**src/rtl/multicycle_datapath.sv**
```systemverilog
// Multi-cycle RV32I-subset core: register file, datapath and sequencing FSM sharing one
// req/ready memory port for fetch and data access.
module multicycle_datapath #(
  parameter int              XLEN     = 32,
  parameter logic [XLEN-1:0] RESET_PC = '0,
  parameter int              NREGS    = 32
) (
  input  logic            clk,
  input  logic            reset,
  output logic            mem_req,
  output logic            mem_we,
  output logic [XLEN-1:0] mem_addr,
  output logic [XLEN-1:0] mem_wdata,
  input  logic            mem_ready,
  input  logic [XLEN-1:0] mem_rdata,
  output logic [XLEN-1:0] pc,
  output logic            retire,
  output logic            halt
);
  localparam int SHW = $clog2(XLEN);
  localparam int RW  = $clog2(NREGS);

  typedef enum logic [2:0] {FETCH, DECODE, EXECUTE, MEM, WB, TRAP} state_t;
  typedef enum logic [2:0] {ALU_ADD, ALU_SUB, ALU_AND, ALU_OR, ALU_SLT, ALU_SLL, ALU_SRL} alu_t;

  state_t state, state_n;
  logic [31:0]     ir;
  logic [XLEN-1:0] a, b, aluout, aluout_n, mdr, tgt, pc_n;
  logic [XLEN-1:0] rf [NREGS];

  logic [6:0] opcode, f7;
  logic [4:0] rd, rs1, rs2;
  logic [2:0] f3;
  assign opcode = ir[6:0];
  assign rd     = ir[11:7];
  assign f3     = ir[14:12];
  assign rs1    = ir[19:15];
  assign rs2    = ir[24:20];
  assign f7     = ir[31:25];

  logic [XLEN-1:0] imm_i, imm_s, imm_b, imm_j;
  assign imm_i = {{(XLEN-12){ir[31]}}, ir[31:20]};
  assign imm_s = {{(XLEN-12){ir[31]}}, ir[31:25], ir[11:7]};
  assign imm_b = {{(XLEN-13){ir[31]}}, ir[31], ir[7], ir[30:25], ir[11:8], 1'b0};
  assign imm_j = {{(XLEN-21){ir[31]}}, ir[31], ir[19:12], ir[20], ir[30:21], 1'b0};

  function automatic logic idx_ok(input logic [4:0] idx);
    return int'(idx) < NREGS;
  endfunction

  function automatic logic [XLEN-1:0] rf_rd(input logic [4:0] idx);
    return (idx == 5'd0) ? '0 : rf[idx[RW-1:0]];
  endfunction

  // instruction decode
  logic is_r, is_lw, is_sw, is_beq, is_jal, legal, use_rs1, use_rs2, use_rd, legal_ok;
  alu_t alu_op;
  always_comb begin
    is_r = 1'b0; is_lw = 1'b0; is_sw = 1'b0; is_beq = 1'b0; is_jal = 1'b0;
    legal = 1'b0; use_rs1 = 1'b0; use_rs2 = 1'b0; use_rd = 1'b0;
    alu_op = ALU_ADD;
    case (opcode)
      7'b0110011: begin
        is_r = 1'b1; use_rs1 = 1'b1; use_rs2 = 1'b1; use_rd = 1'b1;
        case (f3)
          3'b000: begin legal = (f7 == 7'h00) || (f7 == 7'h20); alu_op = f7[5] ? ALU_SUB : ALU_ADD; end
          3'b001: begin legal = (f7 == 7'h00); alu_op = ALU_SLL; end
          3'b010: begin legal = (f7 == 7'h00); alu_op = ALU_SLT; end
          3'b101: begin legal = (f7 == 7'h00); alu_op = ALU_SRL; end
          3'b110: begin legal = (f7 == 7'h00); alu_op = ALU_OR;  end
          3'b111: begin legal = (f7 == 7'h00); alu_op = ALU_AND; end
          default: legal = 1'b0;
        endcase
      end
      7'b0010011: begin
        use_rs1 = 1'b1; use_rd = 1'b1;
        case (f3)
          3'b000: begin legal = 1'b1; alu_op = ALU_ADD; end
          3'b010: begin legal = 1'b1; alu_op = ALU_SLT; end
          3'b110: begin legal = 1'b1; alu_op = ALU_OR;  end
          3'b111: begin legal = 1'b1; alu_op = ALU_AND; end
          default: legal = 1'b0;
        endcase
      end
      7'b0000011: begin is_lw = 1'b1; use_rs1 = 1'b1; use_rd = 1'b1; legal = (f3 == 3'b010); end
      7'b0100011: begin is_sw = 1'b1; use_rs1 = 1'b1; use_rs2 = 1'b1; legal = (f3 == 3'b010); end
      7'b1100011: begin is_beq = 1'b1; use_rs1 = 1'b1; use_rs2 = 1'b1; legal = (f3 == 3'b000); end
      7'b1101111: begin is_jal = 1'b1; use_rd = 1'b1; legal = 1'b1; end
      default: legal = 1'b0;
    endcase
    legal_ok = legal && !(use_rs1 && !idx_ok(rs1)) && !(use_rs2 && !idx_ok(rs2))
                     && !(use_rd && !idx_ok(rd));
  end

  logic [XLEN-1:0] op2, alu_res;
  always_comb begin
    op2     = is_r ? b : imm_i;
    alu_res = '0;
    case (alu_op)
      ALU_ADD: alu_res = a + op2;
      ALU_SUB: alu_res = a - op2;
      ALU_AND: alu_res = a & op2;
      ALU_OR:  alu_res = a | op2;
      ALU_SLT: alu_res[0] = $signed(a) < $signed(op2);
      ALU_SLL: alu_res = a << op2[SHW-1:0];
      ALU_SRL: alu_res = a >> op2[SHW-1:0];
      default: alu_res = '0;
    endcase
  end

  logic acc, done, rf_we;
  logic [XLEN-1:0] rf_wd;
  assign acc = mem_req && mem_ready;

  always_comb begin
    state_n  = state;
    pc_n     = pc;
    aluout_n = aluout;
    done     = 1'b0;
    rf_we    = 1'b0;
    rf_wd    = '0;
    case (state)
      FETCH:   if (acc) state_n = DECODE;
      DECODE:  state_n = legal_ok ? EXECUTE : TRAP;
      EXECUTE: begin
        if (is_lw || is_sw) begin
          aluout_n = a + (is_sw ? imm_s : imm_i);
          state_n  = (aluout_n[1:0] != 2'b00) ? TRAP : MEM;
        end else if (is_beq) begin
          if (a != b) begin
            pc_n = pc + XLEN'(4); done = 1'b1; state_n = FETCH;
          end else if (tgt[1:0] != 2'b00) begin
            state_n = TRAP;
          end else begin
            pc_n = tgt; done = 1'b1; state_n = FETCH;
          end
        end else if (is_jal) begin
          if (tgt[1:0] != 2'b00) state_n = TRAP;
          else begin
            rf_we = 1'b1; rf_wd = pc + XLEN'(4);
            pc_n = tgt; done = 1'b1; state_n = FETCH;
          end
        end else begin
          aluout_n = alu_res;
          state_n  = WB;
        end
      end
      MEM: if (acc) begin
        if (is_sw) begin pc_n = pc + XLEN'(4); done = 1'b1; state_n = FETCH; end
        else state_n = WB;
      end
      WB: begin
        rf_we = 1'b1; rf_wd = is_lw ? mdr : aluout;
        pc_n = pc + XLEN'(4); done = 1'b1; state_n = FETCH;
      end
      default: state_n = TRAP;
    endcase
  end

  // Memory port outputs are registered from the next state so they hold steady until accepted.
  always_ff @(posedge clk) begin
    if (!reset) begin
      state <= FETCH; pc <= RESET_PC;
      ir <= '0; a <= '0; b <= '0; aluout <= '0; mdr <= '0; tgt <= '0;
      mem_req <= 1'b0; mem_we <= 1'b0; mem_addr <= '0; mem_wdata <= '0;
      retire <= 1'b0; halt <= 1'b0;
    end else begin
      state  <= state_n;
      pc     <= pc_n;
      aluout <= aluout_n;
      if (state == FETCH && acc) ir <= mem_rdata[31:0];
      if (state == DECODE) begin
        a   <= rf_rd(rs1);
        b   <= rf_rd(rs2);
        tgt <= pc + (is_jal ? imm_j : imm_b);
      end
      if (state == MEM && acc && is_lw) mdr <= mem_rdata;
      mem_req   <= (state_n == FETCH) || (state_n == MEM);
      mem_we    <= (state_n == MEM) && is_sw;
      mem_addr  <= (state_n == FETCH) ? pc_n : ((state_n == MEM) ? aluout_n : '0);
      mem_wdata <= (state_n == MEM) ? b : '0;
      retire    <= done;
      halt      <= (state_n == TRAP);
    end
  end

  always_ff @(posedge clk) begin
    if (reset && rf_we && rd != 5'd0 && idx_ok(rd)) rf[rd[RW-1:0]] <= rf_wd;
  end
endmodule

```
**config.mk**
```make
export PLATFORM = sky130hd
export DESIGN_NAME = multicycle_datapath
export DESIGN_NICKNAME = d
export VERILOG_FILES = /design/src/rtl/multicycle_datapath.sv
export SDC_FILE = /design/constraint.sdc
export NUM_CORES = 2
export LEC_CHECK = 0
export CORE_MARGIN = 2
export CORE_UTILIZATION = 25
export DETAILED_ROUTE_END_ITERATION = 16
export SLEW_MARGIN = 15
export SYNTH_ARGS = -nofsm -noshare
export SYNTH_HDL_FRONTEND = slang
export SYNTH_SLANG_ARGS = --single-unit
```
**constraint.sdc**
```tcl
create_clock -name clk -period 13.7 [get_ports clk]
set_input_delay 2.74 -clock clk [delete_from_list [all_inputs] [get_ports clk]]
set_output_delay 2.74 -clock clk [all_outputs]
set_load 0.01 [all_outputs]
```
Word level (Yosys, flattened, before mapping) --
Memories as Yosys holds them, arrays and structs flattened. A register that Yosys moved wholly into a read port is not among the register bits. Cells that the tools add are included.
Cells by class: multiplexer cells 67, shift-type cells 2, add/sub/neg operators 5, bitwise gates (word level) 2, eq/ne operators 25, magnitude comparators 1, reduce and logical (&&, ||, !) cells 24
Operator list (number):
- 32-bit two-way mux | 21
- 31-bit one-hot mux with 6 select lines | 1
- 32-bit adder | 3
- 32-bit one-hot mux with 3 select lines | 1
- 32-bit one-hot mux with 2 select lines | 1
- 32-bit by 3-bit adder with 32-bit output (second input constant) | 1
- 32-bit AND | 1
- 32-bit < comparator | 1
- 32-bit != test | 1
- 32-bit bitwise OR | 1
- 32-bit by 5-bit left shift with 32-bit output | 1
- 32-bit by 5-bit >> shifter with 32-bit output | 1
- 32-bit subtractor | 1
- 3-bit two-way mux | 10
- 5-bit two-way mux | 5
- 3-bit equality test (second input constant) | 8
- 7-bit by 6-bit equality test with 1-bit output (second input constant) | 3
- 20-bit two-way mux | 1
- 3-bit by 2-bit equality test with 1-bit output (second input constant) | 6
- 1-bit two-way mux | 18
- 3-bit one-hot mux with 6 select lines | 1
- 3-bit one-hot mux with 5 select lines | 1
- 7-bit equality test (second input constant) | 2
- 3-bit logical NOT | 4
- 19 further kinds | 32
Word-level totals: memories kept 1, word-level logic and storage cells 141, memory bits (writable) 1024, output and inout bits 100, input bits 35, flip-flop bits (word level) 295
Memory list:
- rf | words 32, bits a word 32, rd ports 2, clocked after Yosys merged registers in 2, write ports 1, RTL line 29 | logic [XLEN-1:0] rf [NREGS];

Logic depth before layout (Yosys ltp) --
word-level depth 11, depth in mapped cells 22, mapped depth without buffers 17

Worst setup path after synthesis --
OpenSTA, ideal clock, no wires.
path type in2reg, start point input reset, end point memory rf[25][0], enable pin, library setup time 421 ps, data required time 13279 ps, stages on the path 6, path buffers 1, arrival 4862 ps, path slack 8417 ps, path through clkbuf_1 -> nand2_1 -> nor2_1 -> o31a_1 -> nand3_1 -> nor2_1
On the way: longest elaborated chain between the ends 4
RTL lines:
- start, declared | RTL line 9 | input logic reset,
- 1-bit logical AND (2 in series) | RTL line 188 | if (reset && rf_we && rd != 5'd0 && idx_ok(rd)) rf[rd[RW-1:0]] <= rf_wd;
- 1-bit two-way mux | RTL line 188
- 1-bit two-way mux (not written as such) | RTL line 188
- end, declared | RTL line 29
No other way between the ends.

Final worst setup path --
start point register ir[3], end point register mem_addr[20]
On the way: longest elaborated chain between the ends 11, elaborated cells between the ends (all ways) 54, classes of those cells add/sub: 3; eq/ne: 12; shift: 2; mux: 30; bitwise: 2; reduce/logical: 5
RTL lines:
- start, declared | RTL line 27 | logic [31:0] ir;
- start signal, assigned | RTL line 171 | if (state == FETCH && acc) ir <= mem_rdata[31:0];
- 7-bit by 6-bit equality test with 1-bit output (on tied branches)
- 1-bit two-way mux | RTL line 62 | case (opcode)
- 5-bit two-way mux or 32-bit two-way mux (tied branches) | RTL line 127, 97
- 32-bit adder, or another cell as far along | RTL line 127 | aluout_n = a + (is_sw ? imm_s : imm_i);
- 2-bit nonzero test or 31-bit one-hot mux with 6 select lines (tied branches) | RTL line 128, 99
- 3-bit two-way mux or 32-bit two-way mux (tied branches) | RTL line 128, 137
- 3-bit two-way mux or 32-bit two-way mux (tied branches) | RTL line 126, 129
- 3-bit one-hot mux with 5 select lines or 32-bit two-way mux (tied branches) | RTL line 122, 126
- 3-bit by 2-bit equality test with 1-bit output or 32-bit two-way mux (tied branches) | RTL line 180, 122
- 32-bit two-way mux | RTL line 180 | mem_addr <= (state_n == FETCH) ? pc_n : ((state_n == MEM) ? aluout_n : '0);
- 32-bit two-way mux * | RTL line 180
- end signal, assigned | RTL line 180
- end, declared | RTL line 12 | output logic [XLEN-1:0] mem_addr,
Every way passes the cells marked *; elsewhere a longest branch is shown, timed or not. A chain may end at the register's enable or synchronous reset.

==> metrics.log <==
[metrics] Max Slew Vio Count: 0
[metrics] Post-route DRC: 0
[metrics] Lkg Pwr: 26.9 nW
[metrics] maximum vdd ir drop: 0.0921 mV
[metrics] number of flops mapped to enable cells by yosys: 1024
[metrics] adder-cell share of the synthesized area: 2.86%
[metrics] IO Count: 135
[metrics] hold-fix buffers at CTS: 0
[metrics] final worst path period share: 47.9%
[metrics] post-detailed-route via-to-cell ratio: 5.52
[metrics] antenna-violating nets left: 0
[metrics] via count of the first global-routing pass: 49.8k
[metrics] Critical Path Fanout Max: 33
[metrics] Post-Synthesis Cells: 5327
[metrics] clock transition at the registers of the reported paths: 0.07 ns
[metrics] worst slew margin relative to its limit: 14.9%
[metrics] flops & latches, synth: 1329
[metrics] number of CTS-inserted buffers: 143
[metrics] Worst Hold Slack: 0.457 ns
[metrics] Final nets: 5606
[metrics] top cells by area, synth: sky130_fd_sc_hd__edfxtp_1 (43%), sky130_fd_sc_hd__mux4_2 (20%), sky130_fd_sc_hd__dfxtp_1 (8.5%), sky130_fd_sc_hd__ha_1 (2.8%), sky130_fd_sc_hd__mux2i_1 (2.7%)
[metrics] Setup TNS Final: 0 ns
[metrics] TritonCTS clock tree: yes
[metrics] Rows: 196
[metrics] multiplexer area fraction after synthesis: 23.4%
[metrics] Setup crit start kind: flop
[metrics] dominant cell type by count on the critical path: sky130_fd_sc_hd__nand2_1
[metrics] cell taking the most area after synthesis: sky130_fd_sc_hd__edfxtp_1
[metrics] endpoint arrival time on the critical path: 7.32 ns
[metrics] power density of the placed cells: 110 nW/um2
[metrics] synthesized-area fraction occupied by and/or/nand/nor cells: 7.77%
[metrics] CP max-delay cell: sky130_fd_sc_hd__o211a_1
[metrics] largest net degree at the start of global routing: 134
[metrics] CP Capture Type: flop
[metrics] total die area: 291000 um2
[metrics] hold crit path type: flop to flop
[metrics] first-pass GRT wire length: 395000 um
[metrics] Final Hold Viols: 0
[metrics] total congestion overflow: 0
[metrics] CP Cell Sequence: nand4bb_4 -> nor3_2 -> buf_4 -> nand2_1 -> mux2_2 -> ha_1 -> fa_1 -> nor3_1 -> o211a_1 -> nand2_1 -> nor2_1 -> a22oi_1 -> o21ai_0
[metrics] number of antenna violations at the first check in global routing: 24
[metrics] cell area after technology mapping: 71700 um2
[metrics] final clock skew: 0.0808 ns
[metrics] post-DR wirelength/cell: 30.6 um
[metrics] number of buffers inserted by port buffering: 134
[metrics] largest incremental delay on the critical path: 0.95 ns
[metrics] area of the core: 285000 um2
[metrics] sink count of the clock tree: 1329
[metrics] number of gates resized after cts: 0
[metrics] fraction of final layout cells with drive strength greater than 1: 21.8%
[metrics] setup repair after global routing missed its margin: no
[metrics] buffer levels on the longest clock path: 3
[metrics] Worst Path Required: 14.46 ns
[metrics] share of the synthesized area in the top cell type: 42.9%
[metrics] Warnings, synthesis: 0
[metrics] weighted congestion at the end of routability-driven global placement: 0.987
[metrics] main combinational cell family by area after synthesis: multiplexers
[metrics] layout overhead on the synthesized area: 15.7%
[metrics] cell at the root of the clock tree: sky130_fd_sc_hd__clkbuf_16
[metrics] placed cell area: 78100 um2
[metrics] # Post-CTS Setup Buffers: 0
[metrics] detailed-placement wirelength estimate: 195000 um
[metrics] Async SR Flop Fraction: 0%
[metrics] Final setup viols: 0
[metrics] number of DRC markers after the initial detailed-route iteration: 6502
[metrics] total number of vias: 51.4k
[metrics] Avg Cell Area, Syn: 13.5 um2
[metrics] synthesized-area fraction occupied by xor and xnor cells: 1.78%
[metrics] number of distinct standard cells referenced by the synthesized netlist: 111
[metrics] horizontal die dimension: 540 um
[metrics] Die Height: 540 um
[metrics] shortest period the worst path allows: 6.56 ns
[metrics] final wirelength: 285000 um
[metrics] post-route cell area: 83000 um2
[metrics] compound-cell area share of the yosys netlist: 9.83%
[metrics] effective utilization at floorplan: 25.1%
[metrics] sequential cell area fraction in the yosys report: 51.4%
[metrics] Setup CP Type: flop to flop
[metrics] result of the run: finished, final reports clean
[metrics] router iterations before antenna repair: 6
[metrics] measured slew at the worst slew-check pin: 1.26 ns
[metrics] clock latency reported for the late side of the worst-skew pair: 0.85 ns
[metrics] aggregate global-route resource usage: 19.0%
[metrics] Main synth FF type: sky130_fd_sc_hd__edfxtp_1
[metrics] max-capacitance violation count: 0
[metrics] H-tree depth reported by CTS: 4
[metrics] Fmax: 152 MHz
==> layer usage <==
layer  vias to the layer above  share of wire [%]  track usage, %
met2                      2858                 47            30.7
li1                      21200                  -               -
met4                        18                4.1            7.24
met3                       509                8.5            3.45
met1                     26800                 40            25.2
met5                         -              0.044               0
==> worst max-delay path, delay by kind of cell, from the launching register on <==
kind,cells,cell delay [ns]
adders and majority gates,2,0.84
AOI/OAI and AO/OA,3,1.29
muxes,1,0.42
and+or+nand+nor,6,3.24
DFF,1,0.35
buffers and inverters,1,0.34
==> cells in the mapped netlist, types with 11 or more instances <==
cell type	instances
sky130_fd_sc_hd__xor2_1	75
sky130_fd_sc_hd__o221ai_1	12
sky130_fd_sc_hd__a31oi_1	41
sky130_fd_sc_hd__mux2_2	17
sky130_fd_sc_hd__nand2b_1	26
sky130_fd_sc_hd__nor3b_1	11
sky130_fd_sc_hd__xnor2_1	71
sky130_fd_sc_hd__nand4_1	28
sky130_fd_sc_hd__mux2i_1	193
sky130_fd_sc_hd__ha_1	159
sky130_fd_sc_hd__a311oi_1	11
sky130_fd_sc_hd__a32oi_1	11
sky130_fd_sc_hd__or3_1	17
sky130_fd_sc_hd__o211a_1	11
sky130_fd_sc_hd__a21o_1	78
sky130_fd_sc_hd__o211ai_1	34
sky130_fd_sc_hd__nor4_1	26
sky130_fd_sc_hd__o21ai_0	160
sky130_fd_sc_hd__dfxtp_1	305
sky130_fd_sc_hd__inv_1	122
sky130_fd_sc_hd__nand2_1	452
sky130_fd_sc_hd__nor3_1	63
sky130_fd_sc_hd__and2_1	30
sky130_fd_sc_hd__a221oi_1	24
sky130_fd_sc_hd__mux4_2	650
sky130_fd_sc_hd__clkbuf_1	285
sky130_fd_sc_hd__buf_2	22
sky130_fd_sc_hd__o2bb2ai_1	12
sky130_fd_sc_hd__a22oi_1	32
sky130_fd_sc_hd__o21a_1	16
sky130_fd_sc_hd__and3_1	56
sky130_fd_sc_hd__a211oi_1	44
sky130_fd_sc_hd__nor2_1	359
sky130_fd_sc_hd__o21bai_1	16
sky130_fd_sc_hd__buf_1	78
sky130_fd_sc_hd__nand3_1	95
sky130_fd_sc_hd__nor2b_1	15
sky130_fd_sc_hd__edfxtp_1	1024
sky130_fd_sc_hd__o22ai_1	68
sky130_fd_sc_hd__o31ai_1	18
sky130_fd_sc_hd__a21oi_1	361
==> registers in the layout, summed over array words and instances (netlist names), 3 cells and up, named ones only <==
signal / cells
rf: 1024
a: 32
aluout: 32
b: 32
ir: 32
mdr: 32
mem_addr: 32
mem_wdata: 32
pc: 32
tgt: 32
state: 3
==> cell usage in the layout (no fill, tap or decap), types with 75 or more instances in the layout <==
master                            Yosys  layout
sky130_fd_sc_hd__nor2_1             359     326
sky130_fd_sc_hd__mux4_2             650     650
sky130_fd_sc_hd__mux2i_1            193     193
sky130_fd_sc_hd__xor2_1              75      75
sky130_fd_sc_hd__a21oi_1            361     361
sky130_fd_sc_hd__a21o_1              78      78
sky130_fd_sc_hd__clkdlybuf4s50_1      0     133
sky130_fd_sc_hd__inv_1              122     121
sky130_fd_sc_hd__o21ai_0            160     159
sky130_fd_sc_hd__buf_4                8     170
sky130_fd_sc_hd__clkbuf_16            0     144
sky130_fd_sc_hd__ha_1               159     159
sky130_fd_sc_hd__nand3_1             95      94
sky130_fd_sc_hd__dfxtp_1            305     293
sky130_fd_sc_hd__edfxtp_1          1024    1024
sky130_fd_sc_hd__nand2_1            452     449
==> logic make-up after synthesis <==
kind of cell    Yosys count
flops                  1329
simple gates           1223
compound gates         1077
mux                     861
buf+inv                 528
fa+ha+maj               162
xor+xnor                146
other cells               1
==> metrics by stage <==
step | worst slack, ns | instances | power [mW] | util, %
after floorplan | 8.42 | 5358 | 4.97 | -
after global placement | 7.37 | 9024 | 5.29 | 27.4
after detailed placement | 7.31 | 9024 | 5.29 | 27.4
after CTS | 7.44 | 9289 | 9.20 | 29.0
after global routing | 6.95 | 9299 | 9.41 | 29.1
final | 7.14 | 9309 | 9.15 | 29.1
==> final cells by class <==
cell class | count | area [um2]
antenna | 18 | 45.0
clock buffer | 180 | 3820
clock inverter | 85 | 968
fill | 28500 | 202000
inverter | 127 | 484
multi-input combinational | 3501 | 33400
sequential | 1329 | 36900
tap | 3762 | 4710
timing repair buffer | 307 | 2690
==> path summary, 6_finish.rpt <==
kind              slack [ns]   start  depth (start not counted)           end
setup / recovery        7.14   ir[3]                         13  mem_addr[20]
hold / removal          0.46  mdr[6]                          2        mdr[6]
setup reg to reg        7.14   ir[3]                         13  mem_addr[20]
hold reg to reg         0.46  mdr[6]                          2        mdr[6]
==> power breakdown <==
part | switching [mW] | internal [mW] | total (mW)
combinational | 0.560 | 0.310 | 0.869
sequential | 0.0551 | 4.30 | 4.35
clock | 1.77 | 2.16 | 3.93
Note: power is estimated with default switching activity, not from simulation.
